File: src/rtl/lcd_pkg.sv
// Shared encodings for the LCD pixel scheduler: FSM states, job types, widths.
// Latency: n/a (declarations only).
// Backpressure: n/a.
package lcd_pkg;

   localparam int FRAME_PIXELS_DEF = 76800;   // 320 x 240
   localparam int PIX_W            = 16;      // RGB565
   localparam int IDX_W            = 17;      // enough for one full frame index

   typedef enum logic [1:0] {
      ST_IDLE  = 2'd0,
      ST_ISSUE = 2'd1,
      ST_DRAIN = 2'd2
   } state_t;

   typedef enum logic [1:0] {
      JOB_NONE    = 2'd0,
      JOB_CPU     = 2'd1,
      JOB_FILL    = 2'd2,
      JOB_RESTART = 2'd3
   } job_t;

endpackage

File: src/rtl/lcd_pixel_sched_if.sv
// LCD driver side of the pixel scheduler: request strobes, pixel value, busy flag.
// Latency: n/a (wires only).
// Backpressure: lcd_busy from the driver stalls every new request.
// Ports: master = scheduler (drives pix_clk/reset_cursor/pix_data), slave = LCD driver.
interface lcd_pixel_sched_if;
   import lcd_pkg::*;

   logic             pix_clk;
   logic             reset_cursor;
   logic [PIX_W-1:0] pix_data;
   logic             lcd_busy;

   modport master (output pix_clk, output reset_cursor, output pix_data, input lcd_busy);
   modport slave  (input pix_clk, input reset_cursor, input pix_data, output lcd_busy);
endinterface

File: src/rtl/lcd_req_handshake.sv
// Request/acknowledge FSM toward the LCD driver: IDLE -> ISSUE -> DRAIN -> IDLE.
// Latency: request rises the cycle after a job is offered; done_o fires on DRAIN exit.
// Backpressure: holds the request until lcd_busy is seen high, then waits for it to clear.
// Ports: job_i (JOB_NONE = nothing offered), lcd_busy_i; state_o, job_o (job in flight),
//        pix_clk_o / reset_cursor_o (registered requests), done_o (combinational DRAIN exit).
module lcd_req_handshake
   import lcd_pkg::*;
(
   input  logic   clk_16MHz,
   input  logic   resetn,
   input  job_t   job_i,
   input  logic   lcd_busy_i,
   output state_t state_o,
   output job_t   job_o,
   output logic   pix_clk_o,
   output logic   reset_cursor_o,
   output logic   done_o
);

   state_t state_q, state_d;
   job_t   job_q, job_d;
   logic   pix_clk_q, pix_clk_d;
   logic   rst_cur_q, rst_cur_d;

   always_ff @(posedge clk_16MHz) begin
      if (!resetn) begin
         state_q   <= ST_IDLE;
         job_q     <= JOB_NONE;
         pix_clk_q <= 1'b0;
         rst_cur_q <= 1'b0;
      end else begin
         state_q   <= state_d;
         job_q     <= job_d;
         pix_clk_q <= pix_clk_d;
         rst_cur_q <= rst_cur_d;
      end
   end

   always_comb begin
      state_d   = state_q;
      job_d     = job_q;
      pix_clk_d = pix_clk_q;
      rst_cur_d = rst_cur_q;
      done_o    = 1'b0;
      case (state_q)
         ST_IDLE: begin
            if (!lcd_busy_i && job_i != JOB_NONE) begin
               state_d   = ST_ISSUE;
               job_d     = job_i;
               // exactly one of the two strobes per job
               pix_clk_d = (job_i != JOB_RESTART);
               rst_cur_d = (job_i == JOB_RESTART);
            end
         end
         ST_ISSUE: begin
            if (lcd_busy_i) begin
               state_d   = ST_DRAIN;
               pix_clk_d = 1'b0;
               rst_cur_d = 1'b0;
            end
         end
         ST_DRAIN: begin
            if (!lcd_busy_i) begin
               state_d = ST_IDLE;
               done_o  = 1'b1;
            end
         end
         default: state_d = ST_IDLE;
      endcase
   end

   assign state_o        = state_q;
   assign job_o          = job_q;
   assign pix_clk_o      = pix_clk_q;
   assign reset_cursor_o = rst_cur_q;

endmodule

File: src/rtl/lcd_pixel_sched.sv
// Schedules CPU pixel writes, solid fills and cursor restarts onto one LCD driver port.
// Latency: pixel request rises the cycle after a job is chosen; index/fill count update on DRAIN exit.
// Backpressure: cpu_ready low while busy, a restart is pending or a fill is running.
// Ports: cpu_valid/cpu_pix/cpu_ready (CPU write), fill_start/color/count -> fill_busy/fill_done,
//        frame_restart, pix_index (next frame pixel), lcd (driver handshake, master side).
module lcd_pixel_sched
   import lcd_pkg::*;
#(
   parameter int FRAME_PIXELS = FRAME_PIXELS_DEF
)(
   input  logic               clk_16MHz,
   input  logic               resetn,
   input  logic               cpu_valid,
   input  logic [PIX_W-1:0]   cpu_pix,
   output logic               cpu_ready,
   input  logic               fill_start,
   input  logic [PIX_W-1:0]   fill_color,
   input  logic [IDX_W-1:0]   fill_count,
   output logic               fill_busy,
   output logic               fill_done,
   input  logic               frame_restart,
   output logic [IDX_W-1:0]   pix_index,
   lcd_pixel_sched_if.master  lcd
);

   localparam logic [IDX_W-1:0] LAST_IDX = IDX_W'(FRAME_PIXELS - 1);

   logic [PIX_W-1:0] pix_data_q,   pix_data_d;
   logic [IDX_W-1:0] pix_index_q,  pix_index_d;
   logic [IDX_W-1:0] fill_left_q,  fill_left_d;
   logic [PIX_W-1:0] fill_color_q, fill_color_d;
   logic             fill_busy_q,  fill_busy_d;
   logic             fill_done_q,  fill_done_d;
   logic             rst_pend_q,   rst_pend_d;

   state_t hs_state;
   job_t   hs_job;
   job_t   sel_job;
   logic   hs_done, hs_pix_clk, hs_rst_cur;
   logic   restart_now, idle_free;

   // A restart pulse arriving this cycle already outranks the CPU, so it is
   // folded into the pending flag before arbitration.
   assign restart_now = rst_pend_q | frame_restart;
   assign idle_free   = (hs_state == ST_IDLE) && !lcd.lcd_busy;
   assign cpu_ready   = idle_free && !restart_now && !fill_busy_q;

   always_comb begin
      sel_job = JOB_NONE;
      if (idle_free) begin
         if (restart_now)      sel_job = JOB_RESTART;
         else if (fill_busy_q) sel_job = JOB_FILL;
         else if (cpu_valid)   sel_job = JOB_CPU;
      end
   end

   lcd_req_handshake u_hs (
      .clk_16MHz      (clk_16MHz),
      .resetn         (resetn),
      .job_i          (sel_job),
      .lcd_busy_i     (lcd.lcd_busy),
      .state_o        (hs_state),
      .job_o          (hs_job),
      .pix_clk_o      (hs_pix_clk),
      .reset_cursor_o (hs_rst_cur),
      .done_o         (hs_done)
   );

   always_comb begin
      pix_data_d   = pix_data_q;
      pix_index_d  = pix_index_q;
      fill_left_d  = fill_left_q;
      fill_color_d = fill_color_q;
      fill_busy_d  = fill_busy_q;
      fill_done_d  = 1'b0;
      rst_pend_d   = restart_now && (sel_job != JOB_RESTART);

      // pix_data only changes when a pixel job is launched, so it stays put
      // through ISSUE and DRAIN (driver samples the low byte late).
      if (sel_job == JOB_CPU)       pix_data_d = cpu_pix;
      else if (sel_job == JOB_FILL) pix_data_d = fill_color_q;

      if (fill_start && !fill_busy_q) begin
         fill_color_d = fill_color;
         fill_left_d  = fill_count;
         fill_busy_d  = (fill_count != '0);
         fill_done_d  = (fill_count == '0);
      end

      if (hs_done) begin
         if (hs_job == JOB_RESTART)     pix_index_d = '0;
         else if (pix_index_q == LAST_IDX) pix_index_d = '0;
         else                           pix_index_d = pix_index_q + 1'b1;

         if (hs_job == JOB_FILL) begin
            fill_left_d = fill_left_q - 1'b1;
            if (fill_left_q == IDX_W'(1)) begin
               fill_busy_d = 1'b0;
               fill_done_d = 1'b1;
            end
         end
      end
   end

   always_ff @(posedge clk_16MHz) begin
      if (!resetn) begin
         pix_data_q   <= '0;
         pix_index_q  <= '0;
         fill_left_q  <= '0;
         fill_color_q <= '0;
         fill_busy_q  <= 1'b0;
         fill_done_q  <= 1'b0;
         rst_pend_q   <= 1'b0;
      end else begin
         pix_data_q   <= pix_data_d;
         pix_index_q  <= pix_index_d;
         fill_left_q  <= fill_left_d;
         fill_color_q <= fill_color_d;
         fill_busy_q  <= fill_busy_d;
         fill_done_q  <= fill_done_d;
         rst_pend_q   <= rst_pend_d;
      end
   end

   assign lcd.pix_clk      = hs_pix_clk;
   assign lcd.reset_cursor = hs_rst_cur;
   assign lcd.pix_data     = pix_data_q;
   assign fill_busy        = fill_busy_q;
   assign fill_done        = fill_done_q;
   assign pix_index        = pix_index_q;

endmodule

File: src/flat_wrapper.sv
// flat-port wrapper written by rule: the top's interface ports become plain ports
module lcd_pixel_sched_flat import lcd_pkg::*;
#(
   parameter int FRAME_PIXELS = FRAME_PIXELS_DEF
)
  (clk_16MHz, resetn, cpu_valid, cpu_pix, cpu_ready, fill_start, fill_color, fill_count, fill_busy, fill_done, frame_restart, pix_index, lcd_pix_clk, lcd_reset_cursor, lcd_pix_data, lcd_lcd_busy);
  lcd_pixel_sched_if lcd_i ();
  input  logic clk_16MHz;
  input  logic resetn;
  input  logic cpu_valid;
  input  logic [PIX_W-1:0] cpu_pix;
  output logic cpu_ready;
  input  logic fill_start;
  input  logic [PIX_W-1:0] fill_color;
  input  logic [IDX_W-1:0] fill_count;
  output logic fill_busy;
  output logic fill_done;
  input  logic frame_restart;
  output logic [IDX_W-1:0] pix_index;
  output wire logic [$bits(lcd_i.pix_clk)-1:0] lcd_pix_clk;
  output wire logic [$bits(lcd_i.reset_cursor)-1:0] lcd_reset_cursor;
  output wire logic [$bits(lcd_i.pix_data)-1:0] lcd_pix_data;
  input wire logic [$bits(lcd_i.lcd_busy)-1:0] lcd_lcd_busy;
  assign lcd_pix_clk = lcd_i.pix_clk;
  assign lcd_reset_cursor = lcd_i.reset_cursor;
  assign lcd_pix_data = lcd_i.pix_data;
  assign lcd_i.lcd_busy = lcd_lcd_busy;
  lcd_pixel_sched #(.FRAME_PIXELS(FRAME_PIXELS)) u_core (.clk_16MHz(clk_16MHz), .resetn(resetn), .cpu_valid(cpu_valid), .cpu_pix(cpu_pix), .cpu_ready(cpu_ready), .fill_start(fill_start), .fill_color(fill_color), .fill_count(fill_count), .fill_busy(fill_busy), .fill_done(fill_done), .frame_restart(frame_restart), .pix_index(pix_index), .lcd(lcd_i));
endmodule
File: config.mk
export PLATFORM = sky130hd
export DESIGN_NAME = lcd_pixel_sched_flat
export DESIGN_NICKNAME = d
export VERILOG_FILES = /design/src/rtl/lcd_pkg.sv /design/src/rtl/lcd_pixel_sched_if.sv /design/src/rtl/lcd_req_handshake.sv /design/src/rtl/lcd_pixel_sched.sv /design/src/flat_wrapper.sv
export SDC_FILE = /design/constraint.sdc
export NUM_CORES = 1
export LEC_CHECK = 0
export BUFFER_PORTS_ARGS = -buffer_cell sky130_fd_sc_hd__buf_2
export CAP_MARGIN = 20
export CORE_MARGIN = 10
export CORE_UTILIZATION = 40
export CTS_CLUSTER_DIAMETER = 40
export DETAILED_ROUTE_END_ITERATION = 16
export PLACE_DENSITY = 0.73
export SETUP_SLACK_MARGIN = 0.4
export SYNTH_ARGS = -nofsm -noshare
export SYNTH_HDL_FRONTEND = slang
export SYNTH_HIERARCHICAL = 1
export SYNTH_SLANG_ARGS = --single-unit
File: constraint.sdc
create_clock -name clk_16MHz -period 3.9 [get_ports clk_16MHz]
set_input_delay 0.39 -clock clk_16MHz [delete_from_list [all_inputs] [get_ports clk_16MHz]]
set_output_delay 0.39 -clock clk_16MHz [all_outputs]
set_load 0.1 [all_outputs]
# Word level (Yosys, flattened, before mapping)
# Index checks and enable logic that the tools add are counted.
dict set report totals {
  regBits 75
  out_inout_bits 38
  wordCells 75
}
dict set report op_classes {
  n_addsub 2
  n_eq_ne 13
  muxes 30
  n_bitwise 1
  reduce_logical 18
}
# op count
set op_table {}
lappend op_table {{two-way mux 17 bit} 5}
lappend op_table {{two-way mux 16 bit} 2}
lappend op_table {{adder 17 x 1 -> 17 bit (second input constant)} 1}
lappend op_table {{equality test 17 x 1 -> 1 bit (second input constant)} 1}
lappend op_table {{equality test 17 bit (second input constant)} 1}
lappend op_table {{zero test 17 bit} 1}
lappend op_table {{nonzero test 17 bit} 1}
lappend op_table {{subtractor 17 x 1 -> 17 bit (second input constant)} 1}
lappend op_table {{two-way mux 1 bit} 14}
lappend op_table {{two-way mux 2 bit} 6}
lappend op_table {{equality test 2 bit (second input constant)} 5}
lappend op_table {{inequality test 2 bit (second input constant)} 4}
lappend op_table {{logical AND 1 bit} 6}
lappend op_table {{case mux 2 bit (3 select lines)} 1}
lappend op_table {{AND reduction 3 bit} 2}
lappend op_table {{nonzero test 2 bit} 3}
lappend op_table {{equality test 2 x 1 -> 1 bit (second input constant)} 2}
lappend op_table {{case mux 1 bit (2 select lines)} 2}
lappend op_table {{zero test 1 bit} 3}
lappend op_table {{zero test 2 bit} 1}
lappend op_table {{AND reduction 2 bit} 1}
lappend op_table {{OR 1 bit} 1}

# Depth between registers and ports, before layout
# Gate-level depths: netlist of the first run.
dict set report logic_depth {
  depth_word 8
  mapped_depth 9
  mapped_depth_nobuf 7
}

# Modules after synthesis
# The synthesis of the first run kept the hierarchy.
# mod instances cells_each area_per_inst_um2
set modules_own_cells {}
lappend modules_own_cells {lcd_pixel_sched 1 422 3353.2}
lappend modules_own_cells {lcd_req_handshake 1 32 316.6}

# Worst setup path after synthesis of the first run
# OpenSTA, ideal clock, no wires.
dict set report synth_path {
  kind {reg-to-reg}
  start {reg u_core.fill_busy_q, in the netlist u_core/fill_busy}
  end {reg u_core.pix_data_q[1], in the netlist u_core/lcd.pix_data[1]}
  arrival_time_ps 2536
  setup_slack_ps 1237
  path_stages_with_launch 10
  period_less_slack_ps 2663
  cell_sequence {dfxtp_1 -> nand2b_1 -> a21oi_1 -> ha_1 -> clkbuf_1 -> buf_2 -> mux2i_1 -> nor2_1 -> a21oi_1 -> nor2_1}
}
dict set report synth_via {
  elab_chain_len 5
}
# element line
set synth_rtl {}
lappend synth_rtl {{start: declaration} lcd_pixel_sched.sv:32} ;# logic fill_busy_q, fill_busy_d;
lappend synth_rtl {{start signal: assignment} lcd_pixel_sched.sv:119} ;# fill_busy_q <= fill_busy_d;
lappend synth_rtl {{two-way mux 2 bit *} lcd_pixel_sched.sv:52} ;# else if (fill_busy_q) sel_job = JOB_FILL;
lappend synth_rtl {{two-way mux 2 bit *} lcd_pixel_sched.sv:51} ;# if (restart_now) sel_job = JOB_RESTART;
lappend synth_rtl {{two-way mux 2 bit *} lcd_pixel_sched.sv:50} ;# if (idle_free) begin
lappend synth_rtl {{net u_core.sel_job[0]} lcd_pixel_sched.sv:38} ;# job_t sel_job;
lappend synth_rtl {{equality test 2 x 1 -> 1 bit or equality test 2 bit (tied branches)} {lcd_pixel_sched.sv:80, lcd_pixel_sched.sv:81}}
lappend synth_rtl {{two-way mux 16 bit or nonzero test 2 bit (tied branches)} --}
lappend synth_rtl {{end signal: assignment} lcd_pixel_sched.sv:115} ;# pix_data_q <= pix_data_d;
lappend synth_rtl {{end: declaration} lcd_pixel_sched.sv:28} ;# logic [PIX_W-1:0] pix_data_q, pix_data_d;
# Mark *: on every way through the listed nets, which the timed path passes. The rest lies on a longest branch.
# A chain may end at the register's enable or synchronous reset.

# Worst setup path in the final report of the first run
dict set report layout_path {
  start {reg u_core.u_hs.state_q[1], in the netlist u_core/u_hs/state_o[1]}
  end {reg u_core.fill_left_q[2]}
}
dict set report layout_via {
  elab_chain_len 3
}
# element line
set layout_rtl {}
lappend layout_rtl {{start: declaration} lcd_req_handshake.sv:20} ;# state_t state_q, state_d;
lappend layout_rtl {{start signal: assignment} lcd_req_handshake.sv:32} ;# state_q <= state_d;
lappend layout_rtl {{equality test 2 bit} lcd_req_handshake.sv:45} ;# case (state_q)
lappend layout_rtl {{two-way mux 1 bit} lcd_req_handshake.sv:45}
lappend layout_rtl {{net u_core.hs_done} lcd_pixel_sched.sv:39} ;# logic hs_done, hs_pix_clk, hs_rst_cur;
lappend layout_rtl {{two-way mux 17 bit} lcd_pixel_sched.sv:90} ;# if (hs_done) begin
lappend layout_rtl {{end signal: assignment} lcd_pixel_sched.sv:117} ;# fill_left_q <= fill_left_d;
lappend layout_rtl {{end: declaration} lcd_pixel_sched.sv:30} ;# logic [IDX_W-1:0] fill_left_q, fill_left_d;
# The timed path passes the listed nets, and every way through them passes these cells.

==> impl_metrics.csv, run 1 <==
group,metric,value,unit
critical_path,cp.arrival,2.95,ns
final_layout,final_util,50.6,%
sta,drv_slew,0,
yosys,ys_warn_count,6,
hold_path,min_from,"fill_color[8]",
routing,drt-total-wl,10300,um
place,place.gp.congestion,0.897,
routing,via_per_inst,5.52,
global_routing,track_usage,15.0,%
critical_path,slowest_stage,"nor3b_2",
final_layout,drive_gt1_share,22.7,%
place,dp_hpwl,7660,um
sta,finClkSkew,0.0108,ns
cts,hold_buffers,0,
sta,finalSetupViolations,0,
cts,clock_sinks,75,
floorplanning,core-area,8810,um2
flow_run,cap_viol_max_count,0,
power,p_leak,1.83,nW
global_routing,grt.overflow.total,0,
final_layout,final_nets,597,
cts,clkTransAtPathRegs,0.07,ns
critical_path,crit_type,"flop to flop",
global_routing,grt_pass1_vias,3571,
sta,hold_violations,0,
sta,finalCritPeriodShare,69.8,%
critical_path,path_cells,"nor3b_2 -> and3b_1 -> nor2_1 -> a222oi_1 -> nor2_1",
hold_path,min_path_cells,3,
cts,ctsResizeCount,0,
routing,drt-pass1-iter-count,5,
place,place_inst,634,
sta,fin_crit,2.72,ns
global_routing,antenna_found_initial,0,
yosys,ys_seq_area_share,40.9,%
yosys,synthCells,454,
routing,wl_per_cell,15.9,um
global_routing,grt_pass1_wl,16600,um
hold_path,holdPathEnd,"u_core/fill_color_q[8]",
critical_path,r2r_end,"u_core/fill_left_q[2]",
final_layout,areaGrowthSynthToFinish,21.4,%
routing,via_count,3580,
final_layout,diodes,0,
routing,ant_nets,0,
place,port_buffers,92,
critical_path,regToRegSetupSlack,1.18,ns
critical_path,end_kind,"flop",
yosys,ys_top_cells_by_area,"dfxtp_1 (41%), a21oi_1 (7.1%), nor2_1 (7.1%), nand2_1 (6.4%), mux2i_1 (5.5%)",
final_layout,fill_cells,854,
critical_path,r2r.worst_path.cells,5,
sta,grt_setup_unrepaired,"no",
sta,hold_slack,0.285,ns
power,power_density,448,nW/um2
cts,cts_max_level,3,
critical_path,startpoint_type,"flop",
global_routing,grt_max_degree,33,
floorplanning,num_rows,34,
cts,post_cts_buffers,0,
critical_path,max_stage_delay,0.62,ns
floorplanning,fp.dieW,116,um
cts,cts_buffers,9,
sta,max_slew_margin,38.0,%
hold_path,min_path_type,"primary input to flop",
yosys,yosys_most_used_dff,"dfxtp_1",
critical_path,reg2reg_from,"u_core/u_hs/state_o[1]",
yosys,synth_cell_type_count,61,
cts,cts_tree,"done",
run_status,status,"completed",
critical_path,crit_required,4.12,ns
yosys,synth_area_per_cell,8.08,um2
sta,setup_tns,0,ns
routing,drt_iter0_drc,195,
cts,clockBufferDepth,2,
critical_path,crit_fanout,15,
floorplanning,design.portCount,93,
critical_path,path_common_cell,"nor2_1",
yosys,synth_seq_cells,75,
yosys,synth_top_cell_by_area,"dfxtp_1",
final_layout,stdcell_count,649,
cts,clock_latency,0.35,ns
yosys,synth_area,3670,um2
cts,cts_root_buf,"clkbuf_8",
floorplanning,dieArea,13400,um2
floorplanning,die_h,116,um
yosys,async_flop_share,0,%
power,peakVddDrop,0.163,mV
yosys,synth_nets,514,
sta,timing.fmax,0.367,GHz
sta,worst_pin_slew,0.930,ns
floorplanning,initial_core_util,41.7,%
yosys,synth_edf_count,0,
routing,drc_errors,0,
yosys,yosysTopAreaCellShare,40.9,%
[cells in the mapped netlist, types with 2 or more instances]
library cell / instances
o21a_1: 2
buf_2: 2
o22ai_1: 2
a21oi_1: 52
nor3_1: 10
nand2_1: 63
o31a_1: 3
xnor2_1: 6
a2bb2oi_1: 2
or2_2: 2
nand4_1: 6
a222oi_1: 2
dfxtp_1: 75
o211ai_1: 2
nand3b_1: 3
nand4b_1: 2
and2_1: 3
inv_1: 7
clkbuf_1: 20
nor4_1: 10
nand2b_1: 6
nor2b_1: 2
a31oi_1: 5
or3_1: 4
or4_4: 2
ha_1: 5
or4_1: 3
o311ai_0: 2
nor4b_1: 3
nand3_1: 12
nor2_1: 69
o31ai_1: 2
o21ai_0: 13
mux2i_1: 20
xor2_1: 5
and3_1: 2
[worst max-delay path by stage]
| stage | start | end | slack (ns) | depth (start not counted) |
|---|---|---|---|---|
| 6_report | u_core/u_hs/state_o[1] | u_core/fill_left_q[2] | 1.18 | 5 |
| 5_1_grt | u_core/u_hs/state_o[1] | u_core/fill_left_q[6] | 0.89 | 5 |
| 4_1_cts | u_core/u_hs/state_o[1] | u_core/fill_left_q[6] | 1.20 | 5 |
| 3_5_place_dp | u_core/u_hs/state_o[1] | u_core/fill_left_q[6] | 1.22 | 5 |
| 3_3_place_gp | lcd_lcd_busy | u_core/lcd.pix_data[10] | 1.31 | 7 |
| 2_1_floorplan | u_core/fill_busy | u_core/lcd.pix_data[1] | 1.24 | 9 |
[worst max-delay path: cells and delay by family (launching register included)]
kind,cells,cell delay [ns]
AO/OA/AOI/OAI,1,0.42
AND/OR/NAND/NOR,4,1.66
flip-flops,1,0.53
[metrics by stage]
step,setup WS [ns],instance area (um2),total power [mW]
after floorplan,1.24,3670,1.14
after global placement,1.31,4190,1.22
after detailed placement,1.22,4190,1.23
after CTS,1.20,4450,2.01
after global routing,0.885,4450,2.08
final,1.18,4450,2.00
[where the power goes]
part	switching, mW	internal (mW)
logic	0.269	0.109
registers	0.0309	0.804
clock network	0.279	0.503
[cell usage in the layout, fill, tap and decap left out, types with 4 or more instances in the layout]
master     synthesis  final
nand4_1            6      6
nor4_1            10     10
a21oi_1           52     52
nand2b_1           6      6
nand3_1           12     12
o21ai_0           13     13
inv_1              7      7
nor2_1            69     69
xnor2_1            6      6
xor2_1             5      5
buf_2              2     92
or3_1              4      4
bufinv_16          0      4
ha_1               5      5
mux2i_1           20     20
nor3_1            10     10
dfxtp_1           75     75
nand2_1           63     63
buf_4              1      4
a31oi_1            5      5
clkbuf_8           0     10
[layout make-up]
type / instances / area, um2 / area share (%)
Clock inverter: 5 / 125 / 2.81
Clock buffer: 10 / 138 / 3.09
Multi-Input combinational cell: 348 / 2040 / 45.8
Sequential cell: 75 / 1500 / 33.7
Timing Repair Buffer: 96 / 490 / 11.0
Tap cell: 108 / 135 / 3.03
Inverter: 7 / 26.3 / 0.590
[registers in the layout, indices dropped and copies added, names as in the netlist]
name and count:
u_core/rst_pend_q 1, u_core/u_hs/state_o 2, u_core/pix_index 17, u_core/fill_done 1
u_core/fill_left_q 17, u_core/fill_busy 1, u_core/u_hs/job_o 2, u_core/lcd.pix_data 16
u_core/u_hs/reset_cursor_o 1, u_core/u_hs/pix_clk_o 1, u_core/fill_color_q 16
[metal layers]
metal | GRT usage [%] | wire length, um
met1 | 17.0 | 4270
met2 | 26.1 | 5210
met3 | 4.60 | 715
met4 | 5.17 | 133
met5 | 0 | 0
[cells by family (layout without fill, tap and decap cells)]
kind of cell / count (synthesis) / in the layout / synth area share, %
buffers and inverters: 31 / 118 / 3.55
muxes: 20 / 20 / 5.46
AOI/OAI and AO/OA: 97 / 97 / 16.1
xor gates and xnor gates: 11 / 11 / 2.63
and+or+nand+nor: 215 / 215 / 29.7
adders and majority gates: 5 / 5 / 1.70
DFF: 75 / 75 / 40.9
No activity file was read; power rests on OpenSTA's default activity.
==> run 2: changes to the inputs <==
Settings changed: ABC_AREA set to 1, PLACE_DENSITY 0.73 to 0.72.
Clock period 3.9 ns to 2.6 ns, I/O delays scaled along.
==> impl_metrics.csv, run 2 <==
group,metric,value,unit
yosys,ys_top_cells_by_area,"dfxtp_1 (38%), inv_1 (10%), o21ai_0 (9.7%), nand2_1 (9.6%), a21oi_1 (7.5%)",
sta,finClkSkew,0.00820,ns
yosys,synth-compound-area-share,19.1,%
routing,ant_nets,0,
floorplanning,initial_core_util,40.9,%
floorplanning,dieArea,14300,um2
sta,post-route-worst-setup-slack,0.684,ns
yosys,synth_top_cell_by_area,"dfxtp_1",
cts,cts_max_level,3,
global_routing,grt_max_degree,40,
hold_path,min_path_type,"primary input to flop",
yosys,synth_fa_ha_area_share,1.58,%
routing,drc_errors,0,
global_routing,antenna_found_initial,1,
global_routing,track_usage,14.5,%
flow_run,cap_viol_max_count,0,
sta,grt_setup_unrepaired,"no",
yosys,synth_mux_area_share,0,%
power,clkPwrFrac,28.4,%
routing,drt-total-wl,10400,um
floorplanning,design.portCount,93,
routing,drt_iter0_drc,281,
global_routing,grt.overflow.total,0,
cts,clkTransAtPathRegs,0.08,ns
critical_path,cp.arrival,2.15,ns
routing,via_per_inst,4.79,
sta,drv_slew,0,
yosys,async_flop_share,0,%
sta,timing.fmax,0.522,GHz
yosys,ys_seq_area_share,37.9,%
sta,worst_pin_slew,0.726,ns
routing,drt-pass1-iter-count,4,
yosys,synth_area,3960,um2
power,p_leak,2.31,nW
yosys,synth_seq_cells,75,
routing,wl_per_cell,12.4,um
cts,cts_buffers,9,
critical_path,reg2reg_from,"u_core/u_hs/state_o[1]",
floorplanning,core-area,9680,um2
floorplanning,die_h,119,um
cts,clock_sinks,75,
sta,fin_crit,1.92,ns
yosys,synth_cell_type_count,31,
final_layout,layout_commonest_cell,"inv_1",
place,post-place-ws,0.587,ns
final_layout,areaGrowthSynthToFinish,19.6,%
sta,max_slew_margin,51.5,%
final_layout,final_nets,755,
critical_path,startpoint_type,"flop",
cts,clockBufferDepth,2,
yosys,synth_nets,668,
run_status,status,"completed",
yosys,synth_edf_count,0,
critical_path,end_kind,"flop",
yosys,yosys_most_used_dff,"dfxtp_1",
yosys,ys_warn_count,6,
critical_path,endpoint,"u_core/lcd.pix_data[7]",
final_layout,diodes,0,
place,place.gp.congestion,0.844,
cts,cts_tree,"done",
yosys,yosys.area_share.xor_xnor,2.21,%
critical_path,regToRegSetupSlack,0.68,ns
floorplanning,num_rows,36,
yosys,synth.top_cells.by_count,"inv_1 (105), nand2_1 (101), o21ai_0 (77), dfxtp_1 (75), nor2_1 (74)",
critical_path,r2r_end,"u_core/lcd.pix_data[7]",
sta,finalSetupViolations,0,
yosys,yosysMostFrequentCell,"inv_1",
yosys,synthCells,608,
yosys,yosys.area_share.simple,26.1,%
floorplanning,fp.dieW,119,um
critical_path,startpoint,"u_core/u_hs/state_o[1]",
sta,setup_tns,0,ns
critical_path,r2r.worst_path.cells,9,
power,power_density,637,nW/um2
yosys,synth_top_family_by_area,"simple AND/OR/NAND/NOR gates",
final_layout,most-common-layout-cells,"inv_1 (105), nand2_1 (101), buf_2 (92)",
power,p_sw_share,38.2,%
yosys,yosysTopAreaCellShare,37.9,%
cts,cts_root_buf,"clkbuf_8",
critical_path,crit_required,2.84,ns
routing,via_count,3992,
yosys,synth_area_per_cell,6.51,um2
global_routing,grt_pass1_vias,3754,
power,peakVddDrop,0.231,mV
power,p_switching,1.15,mW
sta,finalCritPeriodShare,73.7,%
power,power_frac_seq,42.9,%
place,dp_hpwl,7740,um
final_layout,drive_gt1_share,19.7,%
sta,hold_violations,0,
global_routing,grt_pass1_wl,17400,um
cts,post_cts_buffers,0,
power,internal-power,1.86,mW
cts,clock_latency,0.35,ns
place,port_buffers,92,
power,combPwrFrac,28.7,%
critical_path,crit_fanout,32,
critical_path,crit_type,"flop to flop",
run 2: layout make-up:
type                            instances  area, um2
Fill cell                             984       4950
Clock inverter                          3       21.3
Inverter                              109        409
Sequential cell                        75       1510
Tap cell                              133        166
Timing Repair Buffer                   99        513
Multi-Input combinational cell        401       1950
Clock buffer                           13        169
run 2: critical path: stages, from the launching register on:
cell and delay, ns:
dfxtp_1 0.35, nor3_1 0.21, inv_1 0.12, a21oi_2 0.23, inv_1 0.07, ha_1 0.27, buf_4 0.28, a21oi_1 0.11
o21ai_0 0.11, inv_1 0.06
run 2: cell families after synthesis:
logic type,count (synthesis)
simple gates,240
xor+xnor,10
fa+ha+maj,5
compound gates,146
buf+inv,132
flops,75
run 2: timing repair:
| item | in CTS | in global routing |
|---|---|---|
| setup endpoints to repair | 0 | 16 |
| hold buffers | 0 | 0 |
| gates resized for setup | 0 | 2 |
run 2: stage by stage:
step                power, mW  utilization (%)  hold WS [ns]  std cells  cell area [um2]
finish                   3.01             48.9         0.180        833             4730
global placement         2.17             46.9         0.436        817             4540
global route             3.19             48.9         0.173        833             4730
CTS                      3.05             48.8         0.169        833             4730
floorplan                2.00                -         0.413        608             3970
detailed placement       2.18             46.9         0.440        817             4540
run 2: worst min-delay path by stage:
stage	from	slack [ns]	endpoint	cells after the start
after global placement	u_core/fill_color_q[12]	0.44	u_core/fill_color_q[12]	2
after detailed placement	u_core/fill_color_q[12]	0.44	u_core/fill_color_q[12]	2
final	fill_count[8]	0.18	u_core/fill_left_q[8]	3
after global routing	fill_count[8]	0.17	u_core/fill_left_q[8]	3
after CTS	fill_count[8]	0.17	u_core/fill_left_q[8]	3
after floorplan	fill_count[8]	0.41	u_core/fill_left_q[8]	2
run 2: power by group through the flow:
stage	logic [mW]	clock network [mW]	registers (mW)
2_1_floorplan	0.344	0	1.66
5_1_grt	0.948	0.944	1.30
3_3_place_gp	0.851	0	1.31
6_report	0.866	0.857	1.29
4_1_cts	0.866	0.887	1.29
3_5_place_dp	0.866	0	1.32
run 2: layer usage:
layer  track usage (%)  routed length [um]
met1              16.9                4460
met2              24.2                5020
met3              4.77                 698
met4              5.58                 156
met5                 0                  20
==> run 3: changes to the inputs <==
Settings changed: PLACE_DENSITY 0.72 to 0.75.
Clock period 2.6 ns to 1.5 ns, I/O delays scaled along.
==> impl_metrics.csv, run 3 (synthesis results as in run 2) <==
group,metric,value,unit
run_status,status,"finished, violations left",
run_status,violations,"negative setup slack",
sta,fin_crit,1.75,ns
place,dp_hpwl,8340,um
critical_path,startpoint_type,"flop",
routing,via_per_inst,5.28,
sta,finClkSkew,0.0190,ns
critical_path,end_kind,"flop",
global_routing,track_usage,17.9,%
sta,setup_tns,-6.24,ns
sta,drv_slew,0,
critical_path,cp.arrival,2.04,ns
final_layout,layout_commonest_cell,"inv_1",
sta,hold_slack,0.0409,ns
sta,hold_violations,0,
cts,cts_buffers,9,
floorplanning,initial_core_util,40.9,%
critical_path,path_delay_family,"simple AND/OR/NAND/NOR gates",
floorplanning,num_rows,36,
floorplanning,fp.dieW,119,um
cts,clkTransAtPathRegs,0.08,ns
final_layout,areaGrowthSynthToFinish,71.8,%
power,power_density,933,nW/um2
global_routing,antenna_found_initial,1,
final_layout,final_util,70.2,%
flow_run,cap_viol_max_count,0,
routing,drt_iter0_drc,477,
hold_path,min_path_type,"primary input to flop",
critical_path,path_buf_inv,3,
cts,clock_latency,0.37,ns
critical_path,path_cells,"buf_6 -> inv_2 -> nor3_2 -> buf_4 -> nand2_4 -> nor2_4 -> nand4_4 -> nor2_4 -> nand2_1 -> nand2_1 -> nand2_1 -> nor2_1",
final_layout,stdcell_area,6800,um2
routing,met3_wirelength,936,um
global_routing,grt_max_degree,33,
cts,cts_max_level,3,
final_layout,diodes,0,
critical_path,slowest_stage,"dfxtp_4",
critical_path,max_stage_delay,0.37,ns
critical_path,crit_required,1.79,ns
final_layout,stdcell_count,894,
place,place_inst,836,
place,place.gp.congestion,0.878,
critical_path,crit_fanout,4,
cts,cts_tree,"done",
routing,via_count,4723,
routing,drt-total-wl,15500,um
sta,worst_pin_slew,0.440,ns
place,post-place-ws,-0.124,ns
routing,wl_met2,8320,um
power,power,6.34,mW
power,p_leak,3.03,nW
place,port_buffers,92,
global_routing,grt.overflow.total,0,
floorplanning,design.portCount,93,
sta,post-route-worst-setup-slack,-0.247,ns
power,peakVddDrop,0.542,mV
floorplanning,die_h,119,um
sta,max_slew_margin,70.6,%
place,place_area,4930,um2
routing,wl_per_cell,17.3,um
sta,timing.fmax,0.572,GHz
routing,met1_length,5690,um
critical_path,crit_type,"flop to flop",
critical_path,path_common_cell,"nand2_1",
routing,drt-pass1-iter-count,5,
global_routing,grt_pass1_wl,21500,um
global_routing,grt_pass1_vias,4591,
routing,ant_nets,0,
cts,clockBufferDepth,2,
sta,finalCritPeriodShare,116,%
routing,drc_errors,0,
routing,routed.top_layer,"met5",
sta,grt_setup_unrepaired,"yes",
final_layout,most-common-layout-cells,"inv_1 (99), nand2_1 (85), nor2_1 (59)",
floorplanning,dieArea,14300,um2
final_layout,final_nets,817,
final_layout,drive_gt1_share,44.8,%
floorplanning,core-area,9680,um2
cts,cts_root_buf,"clkbuf_8",
cts,clock_sinks,75,
sta,finalSetupViolations,54,
run 3: changes by cell type in the layout (fill, tap and decap cells not counted), sizes merged:
cell,previous run,this run
buf,99,157
bufinv,0,2
clkbuf,13,11
clkinv,3,2
inv,108,111
nand2,107,108
run 3: power by group:
group          total [mW]  internal [mW]  switching, mW
combinational        2.34          0.887           1.45
clock                1.71          0.927          0.786
sequential           2.29           2.14          0.153
run 3: cell type report:
class	count	area, um2
fill	700	2890
multi-input combinational	402	2590
timing repair buffer	158	1780
sequential	75	1600
inverter	109	432
tap	133	166
clock buffer	10	128
clock inverter	5	78.8
timing repair inverter	2	25.0
run 3: final timing paths:
check / from / cells after the start / slack (ns) / endpoint
min: fill_count[8] / 3 / 0.04 / u_core/fill_left_q[8]
max reg2reg: u_core/u_hs/state_o[1] / 12 / -0.25 / u_core/pix_index[14]
max: u_core/u_hs/state_o[1] / 12 / -0.25 / u_core/pix_index[14]
min reg2reg: u_core/fill_color_q[10] / 2 / 0.45 / u_core/fill_color_q[10]
run 3: timing repair:
| item | in CTS | in global routing |
|---|---|---|
| pin swaps | 31 | 60 |
| gates cloned | 3 | 2 |
| setup endpoints to repair | 112 | 102 |
| resized for setup | 239 | 124 |
| hold buffers | 0 | 0 |
| endpoints found under the hold margin | 0 | 0 |
| buffers inserted | 21 | 17 |
run 3: worst register-to-register path, cell delays in order, from the launching register on:
cell	delay, ns
dfxtp_4	0.37
buf_6	0.10
inv_2	0.03
nor3_2	0.09
buf_4	0.17
nand2_4	0.07
nor2_4	0.14
nand4_4	0.18
nor2_4	0.22
nand2_1	0.09
nand2_1	0.08
nand2_1	0.05
nor2_1	0.08
run 3: metal layers:
layer | up-vias | global-route usage [%]
met4 | 2 | 8.60
met5 | - | 0
li1 | 2240 | -
met3 | 48 | 4.53
met2 | 203 | 31.9
met1 | 2230 | 19.5
